--- src/rtl/ddr4_pkg.sv ---
// Shared definitions for the DDR4 request front-end: controller state codes,
// address field positions, request record and queue FSM states.
package ddr4_pkg;

  localparam logic [2:0] CS_INIT0   = 3'd0;
  localparam logic [2:0] CS_INIT1   = 3'd1;
  localparam logic [2:0] CS_INIT2   = 3'd2;
  localparam logic [2:0] CS_INIT3   = 3'd3;
  localparam logic [2:0] CS_WAITING = 3'd4;
  localparam logic [2:0] CS_IDLE    = 3'd5;
  localparam logic [2:0] CS_READ    = 3'd6;
  localparam logic [2:0] CS_WRITE   = 3'd7;

  localparam int BG_MSB  = 30;
  localparam int BG_LSB  = 29;
  localparam int BA_MSB  = 28;
  localparam int BA_LSB  = 27;
  localparam int ROW_MSB = 26;
  localparam int ROW_LSB = 10;
  localparam int COL_MSB = 9;
  localparam int COL_LSB = 0;

  localparam int REQ_AW = 31;
  localparam int REQ_DW = 4;

  typedef struct packed {
    logic              we;
    logic [REQ_AW-1:0] addr;
    logic [REQ_DW-1:0] wdat;
  } req_t;

  typedef enum logic [1:0] {
    Q_EMPTY   = 2'd0,
    Q_PRESENT = 2'd1,
    Q_WAIT    = 2'd2
  } qstate_e;

endpackage

--- src/rtl/ddr4_req_fifo.sv ---
// Request storage: power-of-two ring buffer with naturally wrapping pointers,
// occupancy count and full/empty flags. Head entry is read combinationally.
module ddr4_req_fifo #(
  parameter int DEPTH = 8,
  parameter int W     = 36
) (
  input  logic                     clk,
  input  logic                     rst,
  input  logic                     push,
  input  logic                     pop,
  input  logic [W-1:0]             wdata,
  output logic [W-1:0]             rdata,
  output logic [$clog2(DEPTH):0]   level,
  output logic                     full,
  output logic                     empty
);
  localparam int PW = $clog2(DEPTH);
  localparam int LW = PW + 1;

  logic [W-1:0]  mem_q [DEPTH];
  logic [PW-1:0] wptr_q, rptr_q;
  logic [LW-1:0] level_q;

  always_ff @(posedge clk) begin
    if (push) mem_q[wptr_q] <= wdata;
  end

  always_ff @(posedge clk) begin
    if (rst) begin
      wptr_q  <= '0;
      rptr_q  <= '0;
      level_q <= '0;
    end else begin
      if (push) wptr_q <= wptr_q + PW'(1);
      if (pop)  rptr_q <= rptr_q + PW'(1);
      level_q <= level_q + LW'(push) - LW'(pop);
    end
  end

  assign rdata = mem_q[rptr_q];
  assign level = level_q;
  assign full  = (level_q == LW'(DEPTH));
  assign empty = (level_q == '0);

endmodule

--- src/rtl/ddr4_req_queue.sv ---
// Host request queue in front of the DDR4 controller; presents one request at a
// time and pops it once the controller issues it. Optional DDR4_REQ_STATS_EN.
module ddr4_req_queue
  import ddr4_pkg::*;
#(
  parameter int         DEPTH    = 8,
  parameter int         AW       = 31,
  parameter int         DW       = 4,
  parameter logic [2:0] ST_IDLE  = CS_IDLE,
  parameter logic [2:0] ST_READ  = CS_READ,
  parameter logic [2:0] ST_WRITE = CS_WRITE,
  parameter int         TMO      = 4096
) (
  input  logic                   clkin,
  input  logic                   crst,
  input  logic                   req_valid,
  output logic                   req_ready,
  input  logic                   req_we,
  input  logic [AW-1:0]          req_addr,
  input  logic [DW-1:0]          req_wdat,
  output logic                   crd,
  output logic                   cwr,
  output logic [AW-1:0]          ca,
  output logic [DW-1:0]          cwdat,
  input  logic [2:0]             curr_state,
  output logic                   done_valid,
  output logic                   done_we,
  output logic [$clog2(DEPTH):0] level,
  output logic                   stall_err
`ifdef DDR4_REQ_STATS_EN
  ,
  output logic [31:0]            rd_count,
  output logic [31:0]            wr_count
`endif
);
  localparam int TCW = $clog2(TMO + 1);

  typedef struct packed {
    logic          we;
    logic [AW-1:0] addr;
    logic [DW-1:0] wdat;
  } ent_t;

  ent_t    head, wr_ent;
  logic    push, pop, load, full, empty;
  qstate_e state_q, state_d;

  logic          crd_q, crd_d, cwr_q, cwr_d;
  logic [AW-1:0] ca_q, ca_d;
  logic [DW-1:0] cwdat_q, cwdat_d;
  logic          done_q, done_d, done_we_q, done_we_d, pend_we_q, pend_we_d;
  logic [TCW-1:0] tmo_q, tmo_d;
  logic          stall_q, stall_d;

  assign wr_ent = '{we: req_we, addr: req_addr, wdat: req_wdat};
  assign push   = req_valid && !full;

  ddr4_req_fifo #(.DEPTH(DEPTH), .W($bits(ent_t))) u_fifo (
    .clk   (clkin),
    .rst   (crst),
    .push  (push),
    .pop   (pop),
    .wdata (wr_ent),
    .rdata (head),
    .level (level),
    .full  (full),
    .empty (empty)
  );

  always_comb begin
    state_d   = state_q;
    crd_d     = crd_q;
    cwr_d     = cwr_q;
    ca_d      = ca_q;
    cwdat_d   = cwdat_q;
    pend_we_d = pend_we_q;
    done_d    = 1'b0;
    done_we_d = done_we_q;
    pop       = 1'b0;
    load      = 1'b0;
    case (state_q)
      Q_EMPTY: begin
        if (!empty) begin
          load    = 1'b1;
          state_d = Q_PRESENT;
        end
      end
      Q_PRESENT: begin
        if (curr_state == ST_READ || curr_state == ST_WRITE) begin
          pop       = 1'b1;
          pend_we_d = head.we;
          crd_d     = 1'b0;
          cwr_d     = 1'b0;
          state_d   = Q_WAIT;
        end
      end
      Q_WAIT: begin
        if (curr_state == ST_IDLE) begin
          done_d    = 1'b1;
          done_we_d = pend_we_q;
          if (!empty) begin
            load    = 1'b1;
            state_d = Q_PRESENT;
          end else begin
            state_d = Q_EMPTY;
          end
        end
      end
      default: state_d = Q_EMPTY;
    endcase
    if (load) begin
      crd_d   = ~head.we;
      cwr_d   = head.we;
      ca_d    = head.addr;
      cwdat_d = head.wdat;
    end
  end

  // Stall timer restarts with every new presentation and saturates at TMO.
  always_comb begin
    tmo_d = tmo_q;
    if (load)
      tmo_d = '0;
    else if (state_q == Q_PRESENT && tmo_q != TCW'(TMO))
      tmo_d = tmo_q + TCW'(1);
    stall_d = stall_q || (tmo_d == TCW'(TMO));
  end

  always_ff @(posedge clkin) begin
    if (crst) begin
      state_q   <= Q_EMPTY;
      crd_q     <= 1'b0;
      cwr_q     <= 1'b0;
      ca_q      <= '0;
      cwdat_q   <= '0;
      done_q    <= 1'b0;
      done_we_q <= 1'b0;
      pend_we_q <= 1'b0;
      tmo_q     <= '0;
      stall_q   <= 1'b0;
    end else begin
      state_q   <= state_d;
      crd_q     <= crd_d;
      cwr_q     <= cwr_d;
      ca_q      <= ca_d;
      cwdat_q   <= cwdat_d;
      done_q    <= done_d;
      done_we_q <= done_we_d;
      pend_we_q <= pend_we_d;
      tmo_q     <= tmo_d;
      stall_q   <= stall_d;
    end
  end

  assign req_ready  = !full;
  assign crd        = crd_q;
  assign cwr        = cwr_q;
  assign ca         = ca_q;
  assign cwdat      = cwdat_q;
  assign done_valid = done_q;
  assign done_we    = done_we_q;
  assign stall_err  = stall_q;

`ifdef DDR4_REQ_STATS_EN
  logic [31:0] rd_cnt_q, wr_cnt_q;

  // Counted on the same edge that raises done_valid.
  always_ff @(posedge clkin) begin
    if (crst) begin
      rd_cnt_q <= '0;
      wr_cnt_q <= '0;
    end else if (done_d) begin
      if (done_we_d) wr_cnt_q <= wr_cnt_q + 32'd1;
      else           rd_cnt_q <= rd_cnt_q + 32'd1;
    end
  end

  assign rd_count = rd_cnt_q;
  assign wr_count = wr_cnt_q;
`endif

endmodule

--- config.mk ---
export PLATFORM = sky130hd
export DESIGN_NAME = ddr4_req_queue
export DESIGN_NICKNAME = d
export VERILOG_FILES = /design/src/rtl/ddr4_pkg.sv /design/src/rtl/ddr4_req_fifo.sv /design/src/rtl/ddr4_req_queue.sv
export SDC_FILE = /design/constraint.sdc
export NUM_CORES = 1
export LEC_CHECK = 0
export ABC_AREA = 1
export CAP_MARGIN = 20
export CORE_AREA = 2 2 170 172
export CTS_CLUSTER_SIZE = 28
export DETAILED_ROUTE_END_ITERATION = 16
export DIE_AREA = 0 0 172 174
export GPL_TIMING_DRIVEN = 0
export PLACE_DENSITY = 0.8
export REMOVE_ABC_BUFFERS = 1
export SLEW_MARGIN = 10
export SYNTH_ARGS = -nofsm -noshare
export SYNTH_HDL_FRONTEND = slang
export SYNTH_SLANG_ARGS = --single-unit
--- constraint.sdc ---
create_clock -name clkin -period 7.3 [get_ports clkin]
set_clock_uncertainty 0.2 [all_clocks]
set_input_delay 1.46 -clock clkin [delete_from_list [all_inputs] [get_ports clkin]]
set_output_delay 1.46 -clock clkin [all_outputs]
set_load 0.1 [all_outputs]
==> reports/metrics.yaml <==
run_status: "completed"
drv_cap: 0
portBuffers: 86
grt_pass1_vias: 9170
rsz0062_at_grt: "no"
path_class: "register to output port"
wl_mm: 31.26
synth_cell_types: 32
nets: 1272
synth_compound_area_share_pct: 13.80
dr.pass1.iters: 5
die_h_um: 174
area_growth_pct: 19.33
cp_top_family: "buffers and inverters"
crit_required_ns: 5.64
synth_xor_area_share_pct: 0.3784
synthesis.area_sq_um: 13890
power_density_nw_per_um2: 373.7
clockRootBuffer: "clkbuf_16"
clock_latency_ns: 0.54
grt_max_degree: 87
worst_setup_path_end_kind: "output port"
clock_path_buffers: 3
yosysTopAreaCell: "edfxtp_1"
num_io_pins: 87
synth_warnings: 0
slew_headroom_pct: 26.74
drive_above_1_share_pct: 8.734
fin_ws_ns: 3.309
cp_num_buf_inv: 2
crit_chain: "inv_1 -> ha_1 -> nand3_1 -> clkdlybuf4s50_1"
placed_cell_area_sq_um: 15280
yosys.area.top_type_share_pct: 62.28
final_cells: 1633
dp_slack_ns: 3.126
dp_hpwl_mm: 17.15
peakVddDrop_v: 0.0002721
crit_path_max_fanout: 3
routabilityCongestion: 0.8736
grt_util_all_layers_pct: 20.72
arrival_ns: 2.33
syn_area_per_cell_sq_um: 12.07
synth_top_family_by_area: "compound AO/OA/AOI/OAI gates"
hold_buffers: 0
htree_levels: 2
wl_per_cell_um: 19.14
fin_crit_ns: 3.991
yosys_register_bits: 357
avgViaCountPerCell: 5.759
cp_slowest_stage_delay_ns: 1.13
grt_overflow: 0
synth-simple-area-share_pct: 9.325
hold_viol: 0
post-route-util_pct: 58.68
cts_setup_buffers: 0
cts_buffers: 37
placed_cells: 1563
fin_area_sq_um: 16570
muxShareOfSynthArea_pct: 0
fmax_mhz: 250.6
period_share_pct: 54.67
post_cts_resized: 0
cp_slowest_cell: "clkdlybuf4s50_1"
drtAntennaViolNets: 0
cts_sinks: 357
fp.coreArea_sq_um: 28240
die_area_sq_um: 29930
grt_pass1_wl_mm: 47.96
start_util_pct: 49.18
clkTransAtPathRegs_ns: 0.05
startpoint_type: "register"
slew_violations: 0
synth-seq-area-share_pct: 72.22
leakagePower_nw: 5.593
rows: 62
hold_path.class: "register to register"
synth_fa_ha_area_share_pct: 1.045
worstMarginPinSlew_ns: 1.095
setup_viol: 0
ys_top_cells_by_area: "edfxtp_1 (62%), dfxtp_1 (9.9%), o21ai_0 (6.4%)"
vias: 9405
antenna_found_initial: 2
drc_errors: 0
drt_iter0_drc: 980
cts_tree: "yes"
syn_inst: 1151
die_w_um: 172
==> cell families (layout without fill, tap and decap cells) <==
group / after synthesis / in the layout
AOI/OAI and AO/OA: 345 / 345
xor gates and xnor gates: 6 / 6
adders and majority gates: 11 / 11
buffers and inverters: 112 / 209
DFF: 357 / 357
other: 0 / 1
and+or+nand+nor: 320 / 320
==> final timing paths <==
check,to,depth (start not counted),from,slack (ns)
min,done_we,2,done_we,0.26
min reg2reg,done_we,2,done_we,0.26
max,req_ready,4,u_fifo.level[2],3.31
max reg2reg,ca[19],7,register,4.53
==> cell type report <==
class / instances / area [sq um]
clock buffer: 45 / 1007
multi-input combinational: 682 / 3470
antenna: 1 / 2.502
timing repair buffer: 99 / 1151
inverter: 42 / 162.7
tap: 384 / 480.5
clock inverter: 23 / 259.0
fill: 2168 / 11670
sequential: 357 / 10040
==> tightest hold or removal path: cells and delay by family (launching register included) <==
family / cells / cell delay (ns)
flops: 1 / 0.31
simple gates: 1 / 0.06
compound gates: 1 / 0.05
==> metal layers <==
layer / part of all wire (%) / wire length [um] / vias up / track usage, %
met3: 7.0 / 2176 / 66 / 3.711
li1: - / - / 4334 / -
met2: 50 / 15710 / 368 / 34.74
met4: 2.6 / 802 / 2 / 8.018
met5: 0.029 / 9 / - / 0
met1: 40 / 12560 / 4635 / 26.87
==> report_power, final <==
part | switching (mW) | internal [mW] | leakage, nW
Clock | 0.793 | 1.14 | 0.609
Sequential | 0.117 | 2.41 | 3.18
Combinational | 1.30 | 0.437 | 1.80
Total | 2.21 | 3.99 | 5.59
==> cell usage in the layout (no fill, tap or decap), drive strengths merged, types with 2 or more instances in the layout <==
| cell type | instances |
|---|---|
| clkinv | 11 |
| inv | 45 |
| ha | 10 |
| dfxtp | 69 |
| xor2 | 4 |
| buf | 13 |
| clkinvlp | 5 |
| nor2 | 198 |
| o221ai | 35 |
| xnor2 | 2 |
| nand4 | 4 |
| clkdlybuf4s50 | 86 |
| nand3 | 27 |
| bufinv | 4 |
| o22ai | 37 |
| edfxtp | 288 |
| nand2 | 89 |
| a31oi | 2 |
| o21ai | 222 |
| a21oi | 48 |
| clkbuf | 45 |
==> synthesized netlist by cell type <==
| cell type | number |
|---|---|
| edfxtp_1 | 288 |
| nor2_1 | 191 |
| o21ai_0 | 178 |
| nand2_1 | 86 |
| dfxtp_1 | 69 |
| clkbuf_1 | 56 |
| a21oi_1 | 47 |
| o21ai_1 | 43 |
| o22ai_1 | 37 |
| o221ai_1 | 35 |
| inv_1 | 33 |
| nand3_1 | 25 |
| buf_2 | 10 |
| ha_1 | 10 |
| inv_2 | 9 |
| nor2_2 | 7 |
| nand4_1 | 4 |
| xor2_1 | 4 |
| a31oi_1 | 2 |
| buf_1 | 2 |
| nand2_4 | 2 |
| nand3_2 | 2 |
| xnor2_1 | 2 |
| a211oi_1 | 1 |
| a21oi_2 | 1 |
| buf_4 | 1 |
| buf_8 | 1 |
| fa_1 | 1 |
| nand2_2 | 1 |
| nand3b_1 | 1 |
| nor3_1 | 1 |
| o21ai_2 | 1 |
==> through the flow <==
| step | power (mW) | setup TNS (ns) | hold WS (ns) |
|---|---|---|---|
| after detailed placement | 4.268 | 0 | 0.2548 |
| after global placement | 4.204 | -22.20 | 0.2469 |
| after floorplan | 3.763 | 0 | 0.2334 |
| after global routing | 6.436 | 0 | 0.2759 |
| after CTS | 6.191 | 0 | 0.2635 |
| final | 6.193 | 0 | 0.2589 |
==> registers in the layout, summed over array words and instances, names as in the netlist, named ones only <==
signal,count
done_we,1
crd,1
u_fifo.rptr_q,3
tmo_q,13
stall_err,1
cwdat,4
done_valid,1
cwr,1
state_q,2
ca,31
u_fifo.level,4
pend_we_q,1
u_fifo.wptr_q,3
u_fifo.mem_q,288
No activity file was read; power rests on OpenSTA's default activity.
